==> src/rtl/pipe_ctrl_pkg.sv <==
// Shared pipeline-control constants: stall bit meanings, stall vectors, FSM states.
package pipe_ctrl_pkg;

  localparam logic STOP   = 1'b1;
  localparam logic NOSTOP = 1'b0;

  localparam int STALL_PC    = 0;
  localparam int STALL_IF_ID = 1;
  localparam int STALL_ID_EX = 2;
  localparam int STALL_EX_MM = 3;
  localparam int STALL_MM_WB = 4;
  localparam int STALL_WB    = 5;

  // Each vector freezes every register upstream of the requesting stage.
  localparam logic [5:0] STALL_V_MEM  = {NOSTOP, STOP,   STOP,   STOP,   STOP,   STOP};
  localparam logic [5:0] STALL_V_EX   = {NOSTOP, NOSTOP, STOP,   STOP,   STOP,   STOP};
  localparam logic [5:0] STALL_V_ID   = {NOSTOP, NOSTOP, NOSTOP, STOP,   STOP,   STOP};
  localparam logic [5:0] STALL_V_IF   = {NOSTOP, NOSTOP, NOSTOP, NOSTOP, STOP,   STOP};
  localparam logic [5:0] STALL_V_NONE = 6'b000000;

  typedef enum logic {
    CTRL_RUN  = 1'b0,
    CTRL_PEND = 1'b1
  } ctrl_state_t;

endpackage

==> src/rtl/pipe_stall_enc.sv <==
// Priority encoder from per-stage stall requests to the 6-bit stall vector.
// Purely combinational; the deepest requesting stage wins.
module pipe_stall_enc
  import pipe_ctrl_pkg::*;
(
  input  logic       req_if,
  input  logic       req_id,
  input  logic       req_ex,
  input  logic       req_mem,
  output logic [5:0] stall
);

  always_comb begin
    stall = STALL_V_NONE;
    if (req_mem)     stall = STALL_V_MEM;
    else if (req_ex) stall = STALL_V_EX;
    else if (req_id) stall = STALL_V_ID;
    else if (req_if) stall = STALL_V_IF;
  end

endmodule

==> src/rtl/pipe_ctrl.sv <==
// Pipeline stall/flush control with a one-deep pending redirect held across freezes.
// Optional perf counters are built only when PIPE_CTRL_PERF_EN is defined.
module pipe_ctrl
  import pipe_ctrl_pkg::*;
#(
  parameter int XLEN = 64
`ifdef PIPE_CTRL_PERF_EN
  , parameter int PERF_W = 32
`endif
)(
  input  logic            clk,
  input  logic            rst,
  input  logic            stallreq_if,
  input  logic            stallreq_id,
  input  logic            stallreq_ex,
  input  logic            stallreq_mem,
  input  logic            br_flush_req,
  input  logic [XLEN-1:0] br_target,
  input  logic            trap_req,
  input  logic [XLEN-1:0] trap_target,
  output logic [5:0]      stall,
  output logic            flush,
  output logic [XLEN-1:0] new_pc
`ifdef PIPE_CTRL_PERF_EN
  , output logic [PERF_W-1:0] stall_cycles
  , output logic [PERF_W-1:0] flush_count
`endif
);

  ctrl_state_t     state;
  logic [XLEN-1:0] pend_pc;
  logic            pend_is_trap;

  logic            hold;
  logic [5:0]      enc_stall;
  logic            flush_c;
  logic [XLEN-1:0] new_pc_c;
  logic            latch_en;
  logic [XLEN-1:0] latch_pc;
  logic            latch_trap;

  assign hold = stallreq_ex | stallreq_mem;

  pipe_stall_enc u_enc (
    .req_if  (stallreq_if),
    .req_id  (stallreq_id),
    .req_ex  (stallreq_ex),
    .req_mem (stallreq_mem),
    .stall   (enc_stall)
  );

  always_comb begin
    flush_c    = 1'b0;
    new_pc_c   = '0;
    latch_en   = 1'b0;
    latch_pc   = pend_pc;
    latch_trap = pend_is_trap;
    if (state == CTRL_RUN) begin
      if (trap_req && !stallreq_mem) begin
        flush_c  = 1'b1;
        new_pc_c = trap_target;
      end else if (trap_req) begin
        latch_en   = 1'b1;
        latch_pc   = trap_target;
        latch_trap = 1'b1;
      end else if (br_flush_req && !hold) begin
        flush_c  = 1'b1;
        new_pc_c = br_target;
      end else if (br_flush_req) begin
        latch_en   = 1'b1;
        latch_pc   = br_target;
        latch_trap = 1'b0;
      end
    end else begin
      // A trap is older than the held branch, so it replaces it even on the release cycle.
      if (trap_req && !pend_is_trap) begin
        latch_en   = 1'b1;
        latch_pc   = trap_target;
        latch_trap = 1'b1;
      end
      if (!hold) begin
        flush_c  = 1'b1;
        new_pc_c = latch_pc;
      end
    end
  end

  // Reset forces the outputs quiet even while inputs are still active.
  assign flush  = rst & flush_c;
  assign new_pc = rst ? new_pc_c : '0;
  assign stall  = (rst && !flush_c) ? enc_stall : STALL_V_NONE;

  always_ff @(posedge clk or negedge rst) begin
    if (!rst) begin
      state        <= CTRL_RUN;
      pend_pc      <= '0;
      pend_is_trap <= 1'b0;
    end else begin
      if (latch_en) begin
        pend_pc      <= latch_pc;
        pend_is_trap <= latch_trap;
      end
      case (state)
        CTRL_RUN:  if (latch_en) state <= CTRL_PEND;
        CTRL_PEND: if (flush_c)  state <= CTRL_RUN;
        default:                 state <= CTRL_RUN;
      endcase
    end
  end

`ifdef PIPE_CTRL_PERF_EN
  always_ff @(posedge clk or negedge rst) begin
    if (!rst) begin
      stall_cycles <= '0;
      flush_count  <= '0;
    end else begin
      if (stall != STALL_V_NONE) stall_cycles <= stall_cycles + 1'b1;
      if (flush)                 flush_count  <= flush_count + 1'b1;
    end
  end
`endif

endmodule

==> config.mk <==
export PLATFORM = sky130hd
export DESIGN_NAME = pipe_ctrl
export DESIGN_NICKNAME = d
export VERILOG_FILES = /design/src/rtl/pipe_ctrl_pkg.sv /design/src/rtl/pipe_stall_enc.sv /design/src/rtl/pipe_ctrl.sv
export SDC_FILE = /design/constraint.sdc
export NUM_CORES = 1
export LEC_CHECK = 0
export ABC_AREA = 1
export CAP_MARGIN = 40
export CORE_MARGIN = 2
export CORE_UTILIZATION = 35
export CTS_BUF_LIST = sky130_fd_sc_hd__clkbuf_2
export DETAILED_ROUTE_END_ITERATION = 10
export SYNTH_ARGS = -nofsm -noshare
export SYNTH_HDL_FRONTEND = slang
export SYNTH_SLANG_ARGS = --single-unit
==> constraint.sdc <==
create_clock -name clk -period 2.7 [get_ports clk]
set_clock_uncertainty 0.15 [all_clocks]
set_input_delay 0.405 -clock clk [delete_from_list [all_inputs] [get_ports clk]]
set_output_delay 0.405 -clock clk [all_outputs]
set_load 0.02 [all_outputs]
==> impl_summary.md, run 1 <==
Run status
The flow ran to the end, but the final reports show violations. The final reports fail on negative setup slack.

Pwr
The leakage power summed over all cells is 5.70 nW. In this run, flip-flops and latches consume 26.8% of the power. The clock share of power is 11.0%.

The power density over the cells is about 640 nW/um^2. In this run the power spent charging and discharging nets is 3.07 mW. The worst-case IR drop observed on VDD is 0.000420 V. The design internal power is 3.50 mW. Per report_power, the combinational group accounts for between 60 and 70% of the total. Net switching is between 40% and 50% of the power.

Synth
The dominant combinational cell family by area after synthesis is simple AND/OR/NAND/NOR gates. The area share of xor/xnor cells in the synthesized design is 0%. The number of synthesized register bits is 66. Counting every net in the synthesized netlist gives ~1500.

Summing the areas of all and, or, nand and nor instances in the mapped netlist gives 60.2% of the synthesized area. The sequential cell area fraction in the yosys report is 24.2%. The Yosys warning count is 0. The multiplexer area fraction after synthesis is 0%. The number of library cell types mapped by synthesis is 16. After synthesis the cells add up to 6840 sq um. Summing the areas of all compound-gate instances in the mapped netlist gives 5.05% of the synthesized area.

Counting every instance in the synthesized netlist gives 1349. The top cell type's share of synthesized area is 39.3%. The mean cell area of the mapped netlist is approximately 5.1 sq um. The biggest area contributor in the post-synthesis netlist is sky130_fd_sc_hd__nand2_1. After Yosys synthesis, full adders, half adders and majority gates account for 0% of the synthesized area.

By area the synthesized netlist is led by sky130_fd_sc_hd__nand2_1 39%, sky130_fd_sc_hd__dfrtp_1 24%, sky130_fd_sc_hd__nor2_1 11%, sky130_fd_sc_hd__nand3_1 9.5%, sky130_fd_sc_hd__a21oi_1 4.8%.

Place
The cell area reported after detailed placement is a little over 9000 sq um. The congestion estimate from routability-driven global placement came to 0.795. Detailed placement finished with a half-perimeter wire length of between 15000 and 20000 um. The number of port buffers is 205.

In this run, placement finished with an instance count of 1774.

Detailed routing
The wire length reported by the detailed router is 28000 um. The number of detailed-route iterations in the first pass is 5. Using the TritonRoute via totals, the vias-per-cell ratio works out to 4.94.

In this run the remaining antenna-violating nets after routing total 0. After detailed routing, the number of remaining DRC violations is 0. The via total after detailed routing is roughly 9000. The detailed router finished its first iteration with roughly 570 violations. The detailed-route wire length per cell is 15.4 um.

Floorplanning
The die span in y is 144 um. The total number of placement rows is 51. Once the floorplan was initialized, standard cells occupied 35.4% of the core. The total core area is ~19000 sq um. The floorplan step set the die width to 144 um.

The die covers 20700 sq um. The boundary pin count is 207.

Final layout
Leaving out filler cells and counting taps, the final layout contains 1823. The share of final-layout standard cells stronger than drive strength 1 is 17.3%. From synthesis to final layout, the design area changed by 50.4%. In the layout the commonest cells are 674 x sky130_fd_sc_hd__nand2_1, 196 x sky130_fd_sc_hd__nor2_1, 132 x sky130_fd_sc_hd__clkdlybuf4s50_1. Leaving out fill and tap cells, the most frequent cell in the layout is sky130_fd_sc_hd__nand2_1. The post-layout utilization of the core is 53.2%.

The total non-filler cell area in the finished layout is 10300 sq um. The count of filler cells inserted in the layout is 2020. The final net count is 1687.

Setup path
The reg2reg setup slack is approximately 570 ps. The largest single stage delay on the critical path is ~460 ps. The critical path goes through inv_4 -> nor2_4 -> buf_12 -> buf_12 -> buf_16 -> nand2_4 -> a21oi_2 -> nor2_1 -> nor2_1 -> buf_4.

STA puts the critical path data arrival time at 2160 ps. The number of buffers and inverters on the critical path is 5. The top fanout value on the critical path is 8.

The gate family responsible for the most delay along the worst path is buffers and inverters. The worst setup path is captured at a primary output. The critical path is of the flip-flop to primary output type.

For this design, the slowest cell found on the critical path is sky130_fd_sc_hd__dfrtp_2. The worst register-to-register path begins at state. STA classifies the critical path startpoint as a flip-flop. The worst setup path startpoint is state. The worst endpoint required time is around 2100 ps.

Timing
In the final timing run, aggregate negative setup slack is -42.1 ps. The clock period minus worst slack is 2720 ps. The number of hold violations in the final report is 0. In the post-route analysis, the smallest setup slack over all paths is -18.0 ps.

After layout, the worst path uses 101% of the clock period. Setup violations remaining at the end of the flow were counted as 5. Setup repair after global routing could not meet its margin everywhere. The highest attainable clock frequency is 368 MHz. The number of pins exceeding their max-slew limit in the final report is 0.

CTS
TritonCTS created 9 clock buffers. The H-tree was split into 3 levels. The clock reaches the later pin of the worst-skew pair after about 560 ps. The CTS root buffer is sky130_fd_sc_hd__clkbuf_2. TritonCTS built the clock tree. The longest clock path from root to sink contains 2 buffers. After clock tree synthesis, the clock-pin slew on the worst setup and hold paths is 200 ps. The number of sinks handled by clock tree synthesis is 66.

Flow run
Across the run, the number of max-cap violations was 0.

Min path
The startpoint identified for the worst hold timing path is stallreq_mem. The min-delay analysis places its worst path in the category primary input to flip-flop.

GRT
The first global-routing pass estimated 41000 um of wire. The via count of the first global-routing pass came to 8106. The total routing resource utilization after global routing is 24.7%. The initial antenna violation count is 1. Summed over all layers, the global routing overflow is 0. The largest net degree at the start of global routing is 38.
through the flow:
stage	total power, mW	hold WS [ps]	setup slack, ps
after global routing	7.07	308	-165
after detailed placement	4.95	315	-369
after floorplan	3.76	-40.6	599
after CTS	5.98	293	-84.7
after global placement	4.91	312	-339
final	6.57	305	-18.0
Yosys cell counts:
library cell,n
sky130_fd_sc_hd__o21ai_0,2
sky130_fd_sc_hd__clkbuf_1,14
sky130_fd_sc_hd__nor2_4,1
sky130_fd_sc_hd__nand3_1,130
sky130_fd_sc_hd__conb_1,1
sky130_fd_sc_hd__inv_2,2
sky130_fd_sc_hd__dfrtp_1,66
sky130_fd_sc_hd__buf_2,59
sky130_fd_sc_hd__buf_4,8
sky130_fd_sc_hd__nand2_1,716
sky130_fd_sc_hd__inv_1,74
sky130_fd_sc_hd__o21ai_1,2
sky130_fd_sc_hd__buf_1,8
sky130_fd_sc_hd__nor2_1,198
sky130_fd_sc_hd__a21oi_1,65
sky130_fd_sc_hd__nor2_2,3
area by class of cell:
| type | count | area [sq um] | area share [%] |
|---|---|---|---|
| flip-flops and latches | 66 | 1650 | 16.1 |
| inverters | 76 | 295 | 2.87 |
| multi-input cells | 1118 | 4880 | 47.5 |
| clock buffers | 9 | 45.0 | 0.438 |
| well taps | 265 | 332 | 3.22 |
| clock inverters | 7 | 93.8 | 0.913 |
| diodes | 2 | 5.00 | 0.0487 |
| repair buffers | 280 | 2980 | 28.9 |
final timing paths:
check | end | depth (start not counted)
hold reg to reg | pend_pc[53] | 2
hold / removal | state | 4
setup / recovery | new_pc[46] | 10
setup reg to reg | pend_pc[37] | 8
min in group asynchronous | pend_pc[54] | 3
max in group asynchronous | state | 4
metal layers:
metal / GRT usage [%] / wire, um / up-vias
met5: 0 / 0 / -
met4: 6.14 / 337 / 0
met3: 3.37 / 1640 / 26
met2: 41.8 / 13600 / 302
met1: 33.1 / 12500 / 4147
li1: - / - / 4523
registers in the layout, summed over array words and instances, names as in the netlist:
name          flops
state             1
pend_pc          64
pend_is_trap      1
tightest hold or removal path: stages:
cell                             delay (ps)
sky130_fd_sc_hd__dlymetal6s2s_1         200
sky130_fd_sc_hd__nor2_2                 170
sky130_fd_sc_hd__buf_4                  150
sky130_fd_sc_hd__o21ai_0                 70
power by group through the flow:
stage	Clock (mW)	Sequential, mW	Combinational, mW
after global placement	0	1.76	3.16
final	0.723	1.76	4.09
after detailed placement	0	1.76	3.19
after global routing	0.790	1.81	4.47
after CTS	0.738	1.75	3.50
after floorplan	0	1.70	2.06
cell families (layout without fill, tap and decap cells):
kind of cell    Yosys count  count (layout)
simple gates           1048            1048
buf+inv                 165             372
flops                    66              66
compound gates           69              69
other cells               1               3
what timing repair did:
| item | 4_1_cts | 5_1_grt |
|---|---|---|
| hold buffers | 1 | 0 |
| setup buffers | 7 | 7 |
| cloned | 3 | 15 |
| pin swaps | 14 | 67 |
| setup endpoints to repair | 70 | 70 |
| endpoints found under the hold margin | 30 | 0 |
| gates resized for setup | 347 | 135 |
Power figures use the tool's default switching activity.
==> inputs of run 2 (changes only) <==
- SYNTH_HIERARCHICAL: not set -> 1
==> impl_summary.md, run 2 <==
Pwr
The leakage power summed over all cells is 5.95 nW. The largest voltage drop on the vdd net is 0.000348 V. The sum of internal, switching and leakage power is 6.23 mW.

Dividing total power by cell area gives a power density of between 500 and 600 nW/um^2.

Final layout
Summing all multi-input logic gate instances after layout gives slightly below 5000 sq um. Once layout is done, the placed cells without fillers occupy 10600 sq um. The filler cells instantiated in the layout total just over 2000. Once layout is complete, the utilization of the core stands at 54.7%.

Leaving out fill and tap cells, the most frequent cell in the layout is sky130_fd_sc_hd__nand2_1. In the layout the commonest cells are 682 x sky130_fd_sc_hd__nand2_1, 200 x sky130_fd_sc_hd__nor2_1, 170 x sky130_fd_sc_hd__buf_4. The share of final-layout standard cells stronger than drive strength 1 is 20.3%. The sequential cells in the finished layout cover a total of 1650 sq um. More flip-flops sit in one register than any other, and that register is pend_pc. The largest registers in the layout are pend_pc (64), pend_is_trap (1), state (1). After the last flow step, the layout net total stands at 1770. Compared with the post-synthesis result, the final layout area differs by 54.2%. The number of flip-flops in the largest register is 64.

Floorplanning
The die span in y is about 140 um. The floorplan die area is 20800 sq um. The total core area is 19400 sq um. The boundary pin count is about 210.

The total number of placement rows is between 50 and 60. The floorplan step set the die width to roughly 140 um. For this configuration, the core starts out at a cell density of 35.5%.

Detailed routing
The highest metal layer with signal wires is met4. The violation count after the first detailed-routing iteration is 555. The wire length reported by the detailed router is 27500 um. The routed metal-1 wire length is ~12000 um. For this run, the detailed router's first-pass iteration total came to 5. The met2 routed wirelength is 13100 um.

The routed via count divided by cell count is 4.78. The wire length on met3 is around 1700 um. After detailed routing, the number of remaining DRC violations is 0.

The via total after detailed routing is between 9000 and 10000. The detail route stage leaves a number of antenna-violating nets equal to 0. The detailed-route wire length per cell is roughly 14 um.

Synth
The dominant combinational cell family by area after synthesis is simple AND/OR/NAND/NOR gates. Yosys mapped the design onto 17 distinct sky130hd cell types. The synthesized netlist devotes 0% of its cell area to adder and majority cells. Sequential cells were found to cover 24.0% of the synthesized design area.

By area the synthesized netlist is led by sky130_fd_sc_hd__nand2_1 39%, sky130_fd_sc_hd__dfrtp_1 24%, sky130_fd_sc_hd__nor2_1 11%, sky130_fd_sc_hd__nand3_1 9.5%, sky130_fd_sc_hd__a21oi_1 4.7%. The synthesized netlist devotes a little under 5% of its cell area to compound gates. The cell area after technology mapping is around 6900 sq um. The main flop type after synthesis is sky130_fd_sc_hd__dfrtp_1.

After Yosys synthesis, XOR and XNOR cells account for 0% of the synthesized area. The share of synthesized registers carrying an async set or reset is 100%. By count the netlist is led by 717 x sky130_fd_sc_hd__nand2_1, 202 x sky130_fd_sc_hd__nor2_1, 130 x sky130_fd_sc_hd__nand3_1. The dominant cell type by area after synthesis is sky130_fd_sc_hd__nand2_1.

The total nets after synthesis is 1495. The Yosys warning count is 6. Counting flops with a built-in enable in the synthesized netlist gives 0.

Of the post-synthesis cell area, the part taken by muxes is 0%. In the synthesized netlist, the number of instances is 1359. The number of synthesized register bits is 66.

The mean cell area of the mapped netlist is between 5 and 6 sq um. The top cell type's share of synthesized area is 39.1%. In the post-synthesis netlist, the cell with the most instances is sky130_fd_sc_hd__nand2_1.

Of the total synthesized cell area, the portion taken by AND, OR, NAND and NOR gates is 60.1%.

Run status
The run finished, with violations left. The checks that failed: negative setup slack.

Setup path
The worst reg2reg path depth is 9. Data arrives at the worst endpoint at between 2000 and 2500 ps. The worst setup path is of the flip-flop to primary output kind. The startpoint identified for the worst register-to-register timing path is pend_is_trap.

The worst reg2reg path endpoint is pend_pc[45]. The termination of the worst setup path is new_pc[13]. STA puts the critical path data required time at 2140 ps.

The worst setup path is launched from a flip-flop. The top fanout value on the critical path is 6. The type of destination of the critical path is a primary output.

Across all register-to-register paths, the minimum setup slack is 690 ps. The worst setup path startpoint is state.

Place
The post-detailed-placement half-perimeter wirelength is approximately 17000 um. The routability congestion estimate is 0.793. Buffers placed on the I/O ports in this run total 205. The pre-CTS setup slack is -348 ps. The cell area reported after detailed placement is 9930 sq um.

CTS
The H-tree depth is 3. The number of sinks handled by clock tree synthesis is 66. The cell sitting at the root of the clock tree is a sky130_fd_sc_hd__clkbuf_2. The clock slew at the register clock pins of the worst setup and hold paths is between 150 and 200 ps. At the later pin of the worst-skew pair, clock insertion delay measures around 540 ps.

The number of clock buffers added by TritonCTS is 9. The clock passes through at most 2 buffers. The TritonCTS clock tree is done.

Timing
The final sum of negative setup slack is -5.67 ps. The final cycle utilization of the critical path is 100%. For the finished layout, the period the worst path requires is approximately 2700 ps. The number of pins exceeding their max-slew limit in the final report came to 0. The number of hold violations in the final report came to 0.

Based on the critical path, the design can be clocked at up to approximately 370 MHz. Setup repair after global routing could not meet its margin everywhere. Measured against its own limit, the worst slew margin works out to 43.8%. Setup violations remaining at the end of the flow were counted as 1. The transition time at the pin with the least slew margin is 843 ps. The setup slack of the critical path after layout is -5.67 ps.

Min path
The class of the tightest hold or removal check is primary input to asynchronous set/reset pin.

GRT
The initial antenna violation count is 1. For this run the aggregate overflow at the end of global routing stands at 0. The total routing resource utilization after global routing is 25.5%. The via count of the first global-routing pass is 8522.

The wire length of the first global-routing pass is 42400 um. The largest net degree at the start of global routing is between 60 and 70.

Flow run
The tool flagged a number of max-cap violations equal to 0.
run 2: per-stage QoR:
step,std cells,hold WS (ps)
2_1_floorplan,1359,-40.6
3_3_place_gp,1861,256
3_5_place_dp,1861,256
4_1_cts,1891,175
5_1_grt,1905,209
6_report,1905,211
run 2: final cells by class:
type                            instances  area share [%]
Multi-Input combinational cell       1123            45.8
Timing Repair Buffer                  353            31.8
Sequential cell                        66            15.6
Tap cell                              265            3.12
Inverter                               81            2.89
Clock buffer                           10           0.472
Clock inverter                          6           0.224
Antenna cell                            1          0.0236
run 2: metal layers:
layer	up-vias	global-route usage, %
li1	4693	-
met1	4099	33.0
met2	285	44.8
met3	22	3.61
met4	0	6.34
met5	-	0
run 2: repair_timing:
item / in CTS / in global routing
gates resized for setup: 329 / 132
gates cloned: 4 / 6
endpoints found under the hold margin: 6 / 0
setup endpoints to repair: 70 / 69
setup buffers: 9 / 10
pin swaps: 11 / 35
hold buffers: 1 / 0
run 2: how the worst min path moves through the flow:
stage,start,endpoint,depth (start not counted)
after detailed placement,rst,pend_pc[25],2
after floorplan,rst,pend_is_trap,0
after CTS,rst,pend_pc[30],3
final,rst,pend_pc[24],3
after global routing,rst,pend_pc[30],3
after global placement,rst,pend_pc[25],2
run 2: where the power goes:
part           internal (mW)  total, mW  switching (mW)  leakage, nW
Sequential              1.48       1.75           0.276        0.861
Clock                  0.109      0.482           0.374       0.0533
Combinational           1.70       4.00            2.30         5.04
Total                   3.28       6.23            2.95         5.95
run 2: critical path, cell delays in order, from the launching register on:
cell                        delay [ps]
sky130_fd_sc_hd__dfrtp_2           480
sky130_fd_sc_hd__inv_4              80
sky130_fd_sc_hd__nor2_4            120
sky130_fd_sc_hd__buf_8             160
sky130_fd_sc_hd__buf_6             110
sky130_fd_sc_hd__clkbuf_16         160
sky130_fd_sc_hd__nand2_4            60
sky130_fd_sc_hd__a21oi_2           140
sky130_fd_sc_hd__nor2_1             50
sky130_fd_sc_hd__nor2_1             90
sky130_fd_sc_hd__buf_4             150
run 2: cells by family after synthesis:
kind of cell | count (synthesis)
other cells | 1
simple gates | 1054
compound gates | 68
buf+inv | 170
flops | 66
==> patch 1, RTL diff (flow settings as in run 1) <==
Set the parameter `XLEN` to 96 (it was 64).
--- a/src/rtl/pipe_ctrl.sv
+++ b/src/rtl/pipe_ctrl.sv
@@ -5,3 +5,3 @@
 #(
-  parameter int XLEN = 64
+  parameter int XLEN = 96
 `ifdef PIPE_CTRL_PERF_EN
Interface: changed (resized br_target, new_pc and trap_target); port bits go from 207 to 303. The function was not compared with the original's and may differ.
==> patch 1 against run 1 <==
  * The flow still finishes with violations (negative setup slack)
  * Power increased by 43%
  * Sequential power increased by 48%
  * Core utilization increased by 0.56 points
  * Combinational power increased by 44%
  * Cell area increased by 50%
  * Wire length increased by 50%
  * Synthesized area increased by 49%
  * Clock power increased by 20%
  * Setup slack got worse by 0.18 ns
  * Via count increased by 49%
  * Sequential cell count increased by 32
  * Critical path type unchanged
  * Largest cell class unchanged
==> patch 1: results (changes against run 1) <==
STA
  – Final setup margin: -0.194 ns (was -0.0180 ns)
  – Setup Viol. Count Final: 95 (was 5)

Logic synthesis
  – Mapped Cells: 2003 (was 1349)
  – Synth cell count leaders: nand2_1, nor2_1, nand3_1, inv_1, dfrtp_1 (unchanged)
  – Post-Syn Nets: 2203 (was 1485)
  – Post-synth cell types: 19 (was 16)
  – Synth area leaders: nand2_1, dfrtp_1, nor2_1, nand3_1, a21oi_1 (unchanged)
  – Seq cells post-synth: 98 (was 66)

Detailed routing
  – Wire length on met1: 18.9 mm (was 12.5 mm)
  – Drt via density: 4.93 (was 4.94)
  – DR WL met3: 2.81 mm (was 1.64 mm)
  – Uppermost layer routed: met5 (was met4)
  – Drt wl/cell: 15.5 um (was 15.4 um)
  – Starting DRT DRC Count: 945 (was 571)

Finish
  – Non-clock buffer share: 0.302 (was 0.289)
  – # clk buffers: 10 (was 9)
  – Multi-input gate share of total cell area: 0.470 (was 0.475)
  – Layout Cells excl Fill: 2724 (was 1823)
  – Non-clock buffer total of the final layout: 454 (was 280)
  – Leading registers by flop count: pend_pc (96), pend_is_trap (1), state (1) (was pend_pc (64), pend_is_trap (1), state (1))

Worst hold path
  – HP Class: input port to async pin (was input port to flip-flop)

Power and ir drop
  – Leakage power: 8.60 nW (was 5.70 nW)
  – Peak supply drop: 0.000399 V (was 0.000420 V)

Place
  – Post-detail-place hpwl: 26.7 mm (was 17.0 mm)
  – Placed cells: 2678 (was 1774)

Global routing
  – Initial antenna violation count: 3 (was 1)
  – Total Routing Usage GR: 0.264 (was 0.247)
  – Global-route wire length before repair: 65.6 mm (was 41.0 mm)

Setup path
  – CP endpoint: new_pc[73] (was new_pc[46])

Status
  – Status: complete, but fails checks (unchanged)
  – Failing checks: negative setup slack (unchanged)
## patch 1: metrics by stage
stage	hold WS, ns	util	instance area [um^2]	worst slack, ns
2_1_floorplan	-0.0406	-	10200	0.482
3_3_place_gp	0.309	0.501	14400	-0.497
3_5_place_dp	0.314	0.501	14400	-0.508
4_1_cts	0.147	0.511	14600	-0.197
5_1_grt	0.164	0.537	15400	-0.302
6_report	0.189	0.537	15400	-0.194
## patch 1: worst max-delay path, delay by kind of cell, from the launching register on
kind / cells / cell delay, ns
flops: 1 / 0.51
buf+inv: 4 / 0.58
compound gates: 1 / 0.16
simple gates: 4 / 0.48
## patch 1: repair_timing
item                                    4_1_cts  5_1_grt
gates cloned                                  6       11
hold buffers                                  1        0
buffers inserted                              8        4
pin swaps                                     5       89
gates resized for setup                     531      156
hold endpoints to repair                     52        0
endpoints found under the setup margin      100      101
==> patch 2, RTL diff (config.mk and constraints of run 1) <==
Made on the original files. Register the inputs `br_target` and `trap_target` before use, without a reset. The logic sees them one clock later. The other inputs are not delayed to match.
--- a/src/rtl/pipe_ctrl.sv
+++ b/src/rtl/pipe_ctrl.sv
@@ -28,2 +28,10 @@
 );
+
+  logic [XLEN-1:0] br_target_q;
+  logic [XLEN-1:0] trap_target_q;
+
+  always_ff @(posedge clk) begin
+    br_target_q   <= br_target;
+    trap_target_q <= trap_target;
+  end
 
@@ -60,6 +68,6 @@
         flush_c  = 1'b1;
-        new_pc_c = trap_target;
+        new_pc_c = trap_target_q;
       end else if (trap_req) begin
         latch_en   = 1'b1;
-        latch_pc   = trap_target;
+        latch_pc   = trap_target_q;
         latch_trap = 1'b1;
@@ -67,6 +75,6 @@
         flush_c  = 1'b1;
-        new_pc_c = br_target;
+        new_pc_c = br_target_q;
       end else if (br_flush_req) begin
         latch_en   = 1'b1;
-        latch_pc   = br_target;
+        latch_pc   = br_target_q;
         latch_trap = 1'b0;
@@ -77,3 +85,3 @@
         latch_en   = 1'b1;
-        latch_pc   = trap_target;
+        latch_pc   = trap_target_q;
         latch_trap = 1'b1;
Behaviour: not the same (a bounded check fails within 4 cycles, from zero or initial values and one cycle with rst low).
==> patch 2 against run 1 <==
  * The run still ends with negative setup slack left
  * Sequential cell count rose by 128
  * Cell area rose by 46%
  * Power rose by 50%
  * Wire length rose by 23%
  * Final cell count rose by 23%
  * Die area rose by 37%
  * Sequential power rose by 120%
  * Count of clock-buffer cells in the layout rose by 8
  * Setup slack got worse by 0.27 ns
  * Critical path depth fell by 1
  * Synthesized area rose by 38%
  * Combinational power rose by 11%
==> patch 2: results (changes against run 1) <==
Finish
  – Filler instances: 2487 (was 2020)
  – Layout Cells excl Fill: 2238 (was 1823)
  – Fin util: 0.565 (was 0.532)
  – Leading registers by flop count: br_target_q (64), pend_pc (64), trap_target_q (64) (was pend_pc (64), pend_is_trap (1), state (1))
  – Share of layout cells above drive strength 1: 0.207 (was 0.173)

Clock tree
  – Clk pin slew, worst setup/hold paths: 0.29 ns (was 0.20 ns)
  – Clock root cell: clkbuf_2 (unchanged)
  – H-tree levels: 4 (was 3)
  – Skew-Pair Late Insertion Delay: 0.82 ns (was 0.56 ns)
  – CTS Buf Count: 17 (was 9)

Place
  – Cell area after placement: 12500 um^2 (was 9310 um^2)
  – Pre-CTS WS: -0.459 ns (was -0.369 ns)
  – Routability Congestion: 0.793 (was 0.795)
  – Placed cells: 2046 (was 1774)
  – Post-detail-place hpwl: 19.6 mm (was 17.0 mm)

Logic synthesis
  – Synth area leaders: nand2_1, dfxtp_1, dfrtp_1, nor2_1, nand3_1 (was nand2_1, dfrtp_1, nor2_1, nand3_1, a21oi_1)
  – Mapped Cells: 1477 (was 1349)
  – Synth Flop Type: dfxtp_1 (was dfrtp_1)
  – Ys Warns: 0 (unchanged)
  – Async S/R FF share, synth: 0.340 (was 1.00)
  – Sequential area share after synthesis: 0.448 (was 0.242)
  – Post-synth cell types: 17 (was 16)
  – Post-Syn Nets: 1613 (was 1485)
  – Synth cell count leaders: nand2_1, nor2_1, nand3_1, dfxtp_1, inv_1 (was nand2_1, nor2_1, nand3_1, inv_1, dfrtp_1)

Global routing
  – Grt met2 use: 0.396 (was 0.418)
  – Global-route wire length before repair: 52.3 mm (was 41.0 mm)
  – Total Routing Usage GR: 0.231 (was 0.247)
  – Largest net degree at the start of global routing: 57 (was 38)
  – Met1 Track Usage GR: 0.304 (was 0.331)
  – GR Layer Usage met3: 0.0339 (was 0.0337)
  – Vias in the first global route: 10.3k (was 8106)

Setup path
  – CP Data Arrival Time: 2.43 ns (was 2.16 ns)
  – CP Max Fanout: 5 (was 8)
  – Critical path's largest stage delay: 0.50 ns (was 0.46 ns)
  – R2R cell count: 7 (was 8)
  – Slowest CP cell: dfrtp_2 (unchanged)

Detailed routing
  – Drt wl/cell: 15.3 um (was 15.4 um)
  – DRT Pass-1 Iters: 5 (unchanged)
  – Drt via density: 4.76 (was 4.94)
  – Starting DRT DRC Count: 683 (was 571)

Worst hold path
  – Hold Path Depth: 6 (was 4)
  – HP Class: input port to flip-flop (unchanged)

STA
  – Setup TNS: -13.45 ns (was -0.0421 ns)
  – Final setup margin: -0.285 ns (was -0.0180 ns)
  – Setup Viol. Count Final: 69 (was 5)

Power and ir drop
  – Leakage power: 7.73 nW (was 5.70 nW)
  – Peak supply drop: 0.000441 V (was 0.000420 V)

Status
  – Status: complete, but fails checks (unchanged)
  – Failing checks: negative setup slack (unchanged)
-- patch 2: cell count changes after synthesis, sizes merged --
cell,delta
dfxtp,+128
-- patch 2: layout make-up --
class	instances	area, um^2	area share
antenna	1	2.50	0.000166
sequential	194	4220	0.280
clock buffer	17	85.1	0.00565
multi-input combinational	1118	5030	0.334
tap	341	427	0.0283
clock inverter	15	163	0.0108
timing repair buffer	476	4850	0.322
inverter	76	290	0.0193
-- patch 2: path summary, 6_finish.rpt --
| path | from | to | slack (ns) |
|---|---|---|---|
| min in group asynchronous | rst | pend_pc[62] | 0.19 |
| max in group asynchronous | rst | pend_pc[59] | 1.48 |
| setup reg to reg | state | pend_pc[36] | 0.39 |
| setup / recovery | state | new_pc[16] | -0.28 |
| hold reg to reg | pend_pc[6] | pend_pc[6] | 0.37 |
| hold / removal | trap_req | pend_is_trap | 0.16 |
-- patch 2: cell families after synthesis --
family,Yosys count,synth area share
AO/OA/AOI/OAI,69,0.0367
buffers and inverters,165,0.0781
flip-flops,194,0.448
other,1,0.000399
AND/OR/NAND/NOR,1048,0.437
-- patch 2: power by group --
group | leakage, nW | total [W] | switching (W) | internal [W]
sequential | 1.94 | 0.00380 | 0.000327 | 0.00347
combinational | 5.64 | 0.00455 | 0.00253 | 0.00202
clock | 0.144 | 0.00148 | 0.00117 | 0.000309
-- patch 2: what timing repair did --
action | 4_1_cts | 5_1_grt
pin swaps | 15 | 75
cloned | 7 | 11
setup endpoints to repair | 70 | 70
setup buffers | 11 | 4
hold buffers | 130 | 0
endpoints found under the hold margin | 194 | 0
resized for setup | 368 | 163
-- patch 2: metal layers --
layer  vias to the layer above  part of all wire
met2                       345              0.47
met1                      4923              0.45
met4                         0             0.022
met5                         -                 0
met3                        42             0.057
li1                       5348                 -
